--- config.mk ---
export PLATFORM = sky130hd
export DESIGN_NAME = imem_fetch_flat
export DESIGN_NICKNAME = d
export VERILOG_FILES = /design/src/rtl/imem_fetch_if.sv /design/src/rtl/imem_fetch.sv /design/src/flat_wrapper.sv
export SDC_FILE = /design/constraint.sdc
export NUM_CORES = 1
export LEC_CHECK = 0
export ABC_AREA = 1
export CORE_MARGIN = 1.5
export CORE_UTILIZATION = 50
export CTS_CLUSTER_DIAMETER = 120
export CTS_CLUSTER_SIZE = 10
export DETAILED_ROUTE_END_ITERATION = 8
export PLACE_DENSITY = 0.69
export SYNTH_ARGS = -nofsm -noshare
export SYNTH_HDL_FRONTEND = slang
export SYNTH_SLANG_ARGS = --single-unit
--- constraint.sdc ---
create_clock -name clk -period 3.5 [get_ports clk]
set_input_delay 0.7 -clock clk [delete_from_list [all_inputs] [get_ports clk]]
set_output_delay 0.7 -clock clk [all_outputs]
set_load 0.02 [all_outputs]
--- src/rtl/imem_fetch_if.sv ---
// imem_fetch_if: fetch port and program-loader stream of the instruction memory.
// The master side is the fetch stage / boot loader; the slave side is the memory.
interface imem_fetch_if #(
  parameter int XLEN = 32,
  parameter int AW   = 5
) ();
  // fetch port
  logic [31:0]     pc;
  logic            req;
  logic            ready;
  logic            valid;
  logic [XLEN-1:0] instr;
  logic            fault;
  // loader stream
  logic            ld_start;
  logic [AW-1:0]   ld_base;
  logic            ld_valid;
  logic            ld_last;
  logic [XLEN-1:0] ld_data;
  logic            ld_busy;
  logic [AW:0]     ld_count;

  modport master (
    output pc, req, ld_start, ld_base, ld_valid, ld_last, ld_data,
    input  ready, valid, instr, fault, ld_busy, ld_count
  );

  modport slave (
    input  pc, req, ld_start, ld_base, ld_valid, ld_last, ld_data,
    output ready, valid, instr, fault, ld_busy, ld_count
  );
endinterface

--- src/rtl/imem_fetch.sv ---
// imem_fetch: DEPTH x XLEN instruction memory with a streaming program loader
// and a registered (1-cycle) request/valid fetch port. Misaligned or
// out-of-range PCs return NOP with fault set instead of aliasing.
module imem_fetch #(
  parameter int              XLEN  = 32,
  parameter int              DEPTH = 32,
  parameter logic [XLEN-1:0] NOP   = XLEN'(32'h0000_0013)
) (
  input logic         clk,
  input logic         rst,
  imem_fetch_if.slave bus
);
  localparam int AW = $clog2(DEPTH);

  typedef enum logic [0:0] {IDLE = 1'b0, LOAD = 1'b1} state_e;

  state_e          state_r;
  state_e          state_nxt_s;
  logic [AW-1:0]   ptr_r;
  logic [AW:0]     count_r;
  // Words are stored XOR NOP so an all-zero power-up image reads back as NOP;
  // the array is never touched by rst, so loaded programs survive a reset.
  logic [XLEN-1:0] mem_r [DEPTH];
  logic            valid_r;
  logic            fault_r;
  logic [XLEN-1:0] instr_r;
  logic            busy_s;
  logic            ready_s;
  logic            accept_s;
  logic            we_s;
  logic            bad_pc_s;

  // Loader state register.
  always_ff @(posedge clk) begin
    if (rst) begin
      state_r <= IDLE;
    end else begin
      state_r <= state_nxt_s;
    end
  end

  // Loader next state: start a session from IDLE, leave LOAD on the last word.
  always_comb begin
    state_nxt_s = state_r;
    case (state_r)
      IDLE: begin
        if (bus.ld_start) begin
          state_nxt_s = LOAD;
        end else begin
          state_nxt_s = IDLE;
        end
      end
      LOAD: begin
        if (bus.ld_valid && bus.ld_last) begin
          state_nxt_s = IDLE;
        end else begin
          state_nxt_s = LOAD;
        end
      end
      default: state_nxt_s = IDLE;
    endcase
  end

  // Loader outputs: busy flag, write strobe, and fetch interlock.
  always_comb begin
    busy_s   = (state_r == LOAD);
    we_s     = busy_s && bus.ld_valid;
    ready_s  = !busy_s && !bus.ld_start;
    accept_s = bus.req && ready_s;
  end

  // Fetch address check: misaligned or word index beyond DEPTH.
  always_comb begin
    bad_pc_s = (bus.pc[1:0] != 2'b00) || ({2'b00, bus.pc[31:2]} >= 32'(DEPTH));
  end

  // Write pointer and word counter; the counter holds after the session ends.
  always_ff @(posedge clk) begin
    if (rst) begin
      ptr_r   <= '0;
      count_r <= '0;
    end else if (state_r == IDLE) begin
      if (bus.ld_start) begin
        ptr_r   <= bus.ld_base;
        count_r <= '0;
      end
    end else if (bus.ld_valid) begin
      ptr_r <= ptr_r + AW'(1);
      if (count_r != (AW+1)'(DEPTH)) begin
        count_r <= count_r + (AW+1)'(1);
      end
    end
  end

  // Memory write port; a reset edge abandons the session without writing.
  always_ff @(posedge clk) begin
    if (we_s && !rst) begin
      mem_r[ptr_r] <= bus.ld_data ^ NOP;
    end
  end

  // Registered fetch result; instr holds between results.
  always_ff @(posedge clk) begin
    if (rst) begin
      valid_r <= 1'b0;
      fault_r <= 1'b0;
      instr_r <= NOP;
    end else begin
      valid_r <= accept_s;
      fault_r <= accept_s && bad_pc_s;
      if (accept_s) begin
        instr_r <= bad_pc_s ? NOP : (mem_r[bus.pc[AW+1:2]] ^ NOP);
      end
    end
  end

  assign bus.ready    = ready_s;
  assign bus.valid    = valid_r;
  assign bus.fault    = fault_r;
  assign bus.instr    = instr_r;
  assign bus.ld_busy  = busy_s;
  assign bus.ld_count = count_r;
endmodule

--- src/flat_wrapper.sv ---
// flat-port wrapper written by rule: the top's interface ports become plain ports
module imem_fetch_flat 
#(
  parameter int              XLEN  = 32,
  parameter int              DEPTH = 32,
  parameter logic [XLEN-1:0] NOP   = XLEN'(32'h0000_0013)
)
  (clk, rst, bus_pc, bus_req, bus_ld_start, bus_ld_base, bus_ld_valid, bus_ld_last, bus_ld_data, bus_ready, bus_valid, bus_instr, bus_fault, bus_ld_busy, bus_ld_count);
  imem_fetch_if #(.XLEN(XLEN)) bus_i ();
  input logic clk;
  input logic rst;
  input wire logic [$bits(bus_i.pc)-1:0] bus_pc;
  input wire logic [$bits(bus_i.req)-1:0] bus_req;
  input wire logic [$bits(bus_i.ld_start)-1:0] bus_ld_start;
  input wire logic [$bits(bus_i.ld_base)-1:0] bus_ld_base;
  input wire logic [$bits(bus_i.ld_valid)-1:0] bus_ld_valid;
  input wire logic [$bits(bus_i.ld_last)-1:0] bus_ld_last;
  input wire logic [$bits(bus_i.ld_data)-1:0] bus_ld_data;
  output wire logic [$bits(bus_i.ready)-1:0] bus_ready;
  output wire logic [$bits(bus_i.valid)-1:0] bus_valid;
  output wire logic [$bits(bus_i.instr)-1:0] bus_instr;
  output wire logic [$bits(bus_i.fault)-1:0] bus_fault;
  output wire logic [$bits(bus_i.ld_busy)-1:0] bus_ld_busy;
  output wire logic [$bits(bus_i.ld_count)-1:0] bus_ld_count;
  assign bus_i.pc = bus_pc;
  assign bus_i.req = bus_req;
  assign bus_i.ld_start = bus_ld_start;
  assign bus_i.ld_base = bus_ld_base;
  assign bus_i.ld_valid = bus_ld_valid;
  assign bus_i.ld_last = bus_ld_last;
  assign bus_i.ld_data = bus_ld_data;
  assign bus_ready = bus_i.ready;
  assign bus_valid = bus_i.valid;
  assign bus_instr = bus_i.instr;
  assign bus_fault = bus_i.fault;
  assign bus_ld_busy = bus_i.ld_busy;
  assign bus_ld_count = bus_i.ld_count;
  imem_fetch #(.XLEN(XLEN), .DEPTH(DEPTH), .NOP(NOP)) u_core (.clk(clk), .rst(rst), .bus(bus_i));
endmodule
==> run summary <==
async set-reset flop share out of synthesis - 0%
Post-Synthesis Cells - 3628
initial antenna violation count - 2
Syn Area/Cell - 11.91 um^2
syn_nets - 3709
multi-input logic area - 0.01022 mm^2
vias in the first global route - 27380
Slowest-stage cell, CP - clkdlybuf4s50_1
VDD IR max - 0.0003684 V
GRT Util Overall - 26.06%
Mapped Area - 0.04320 mm^2
core area - 0.08541 mm^2
WL/cell - 23.30 um
largest net degree at the start of global routing - 115
max_cap viols - 0
Crit path largest cell delay - 0.69 ns
sequence of cells on the critical path - clkdlybuf4s50_1
Clock Latency Late Sink - 0.68 ns
Power Density - 538.7 mW/mm^2
# fillers - 6758
Initial Util - 50.57%
Post-synth top flop - edfxtp_1
Finished Core Util - 57.82%
H-tree depth - 3
number of distinct library cells after synthesis - 28
IO Pins - 117
Ys Warns - 0
minimum clock period - 2.677 ns
EDFF count, synth - 1024
pre-CTS setup slack - 0.6420 ns
first-pass GRT wire length - 172700 um
hold crit path type - flop to flop
CTS Buf Count - 116
Relative slew margins - 13.08%
DRT iter0 DRCs - 3451
Post-CTS Hold Buffers - 0
static leakage - 17.38 nW
drt first pass iters - 6
PortBufs - 116
Overall Power - 26.60 mW
vias per cell - 5.796
GR Overflow Total - 0
layout overhead on the synthesized area - 14.32%
post-route ant nets - 0
setup bufs post-CTS - 0
gpl congestion - 0.8362
Reg clk slew, reported paths - 0.06 ns
CP required - 2.80 ns
CTS Sinks - 1070
Die Area - 0.08817 mm^2
post_cts resized - 0
share of layout cells above drive strength 1 - 7.977%
Final WS setup - 0.8232 ns
worst slew pin tran - 1.300 ns
Tcrit/Tclk final - 76.48%
Hold Vio Cnt, Final - 0
fmax - 373.6 MHz
root buffer cell - clkbuf_16
worst hold slack - 0.4636 ns
critical-path maximum fanout - 11
Post-Route Setup TNS - 0 ns
DP HPWL - 64700 um
Seq cells post-synth - 1070
Max clock buf depth - 3
Slew Viols, Final - 0
Crit path max-delay family - buffers and inverters
CP bufs+invs - 1
Die Wd - 296.9 um
Data arrival, critical path - 1.98 ns
# DRC - 0
# nets final - 3844
crit end category - output port
status - complete, no violations
row count - 107
register area - 0.03167 mm^2
crit path kind - flop to output port
Detailed Route WL - 116100 um
Layout Skew - 0.02244 ns
Seq/Total Area, Yosys - 73.31%
final setup violating endpoints - 0
CTS tree - built
Vias - 28870
RSZ-0062 raised after global routing - no
Die Y - 296.9 um
startpoint type of the worst setup path - flop
## Yosys cell counts, types with 6 or more instances
master | n | area (um^2)
nand2_1 | 1217 | 4568
edfxtp_1 | 1024 | 30750
o21ai_0 | 10 | 50.05
buf_1 | 20 | 75.07
buf_4 | 8 | 60.06
nand3_1 | 929 | 4649
dfxtp_1 | 46 | 920.9
xor2_1 | 6 | 52.55
buf_2 | 122 | 610.6
buf_6 | 48 | 540.5
a21oi_1 | 44 | 220.2
clkbuf_1 | 33 | 123.9
nor2_1 | 60 | 225.2
inv_1 | 30 | 112.6
ha_1 | 6 | 75.07
## worst register-to-register path: stages (launching register included)
cell and delay, ns:
dfxtp_1 0.60, nand2_1 0.14, nor2_1 0.36, nand2_1 0.13, buf_4 0.23, nor2_4 0.11, buf_4 0.47
## final timing paths
| check | start | end | slack, ns | cells past startpoint |
|---|---|---|---|---|
| max | u_core.bus.ld_busy$_SDFF_PP0_ | bus_ld_busy | 0.82 | 1 |
| min | u_core.bus.instr[18]$_SDFFE_PP0P_ | u_core.bus.instr[18]$_SDFFE_PP0P_ | 0.46 | 2 |
| max reg2reg | u_core.bus.ld_busy$_SDFF_PP0_ | u_core.mem_r[21][26]$_DFFE_PP_ | 1.06 | 6 |
| min reg2reg | u_core.bus.instr[18]$_SDFFE_PP0P_ | u_core.bus.instr[18]$_SDFFE_PP0P_ | 0.46 | 2 |
## metrics by stage
stage	std cells	cell area, um^2
2_1_floorplan	3628	43200
3_3_place_gp	4789	46080
3_5_place_dp	4789	46080
4_1_cts	4980	49380
5_1_grt	4980	49380
6_report	4981	49380
## per-layer routing
layer	track usage (%)	part of all wire [%]	vias to the layer above	wire, um
met3	5.237	11	205	12460
met1	36.75	40	14030	46450
met4	8.260	2.6	4	3005
li1	-	-	13060	-
met5	0	0.014	-	16
met2	40.90	47	1576	54130
## flip-flops by register name, indices dropped and copies added, names as in the netlist
register,cells
u_core.bus.instr,32
u_core.bus.valid,1
u_core.bus.fault,1
u_core.mem_r,1024
u_core.ptr_r,5
u_core.bus.ld_busy,1
u_core.bus.ld_count,6
## final cells by class
type                            count  share of cell area, %
Sequential cell                  1070                  64.13
Clock buffer                      188                  6.598
Tap cell                         1144                  2.899
Inverter                           37                 0.3395
Antenna cell                        1               0.005067
Timing Repair Buffer              248                  5.242
Multi-Input combinational cell   2290                  20.69
Clock inverter                      3                0.09121
## cell families after synthesis
kind of cell,share of synthesized area (%)
AOI/OAI and AO/OA,0.7183
buffers and inverters,3.597
adders and majority gates,0.1738
DFF,73.31
and+or+nand+nor,22.07
xor gates and xnor gates,0.1217
## power by group
| group | total [mW] | switching, mW | internal, mW |
|---|---|---|---|
| clock network | 10.9 | 4.66 | 6.26 |
| logic | 1.59 | 1.14 | 0.455 |
| registers | 14.1 | 0.0268 | 14.1 |
| total | 26.6 | 5.82 | 20.8 |
## cells in the final DEF, fill, tap and decap left out, types with 29 or more instances in the layout
cell type / synthesis / layout
nand2_1: 1217 / 1217
edfxtp_1: 1024 / 1024
nand3_1: 929 / 929
clkbuf_16: 0 / 120
clkdlybuf4s50_1: 0 / 110
buf_4: 8 / 98
clkbuf_1: 33 / 68
dfxtp_1: 46 / 46
a21oi_1: 44 / 44
nor2_4: 2 / 35
buf_12: 0 / 35
inv_1: 30 / 29
(Power assumes the default switching activity.)
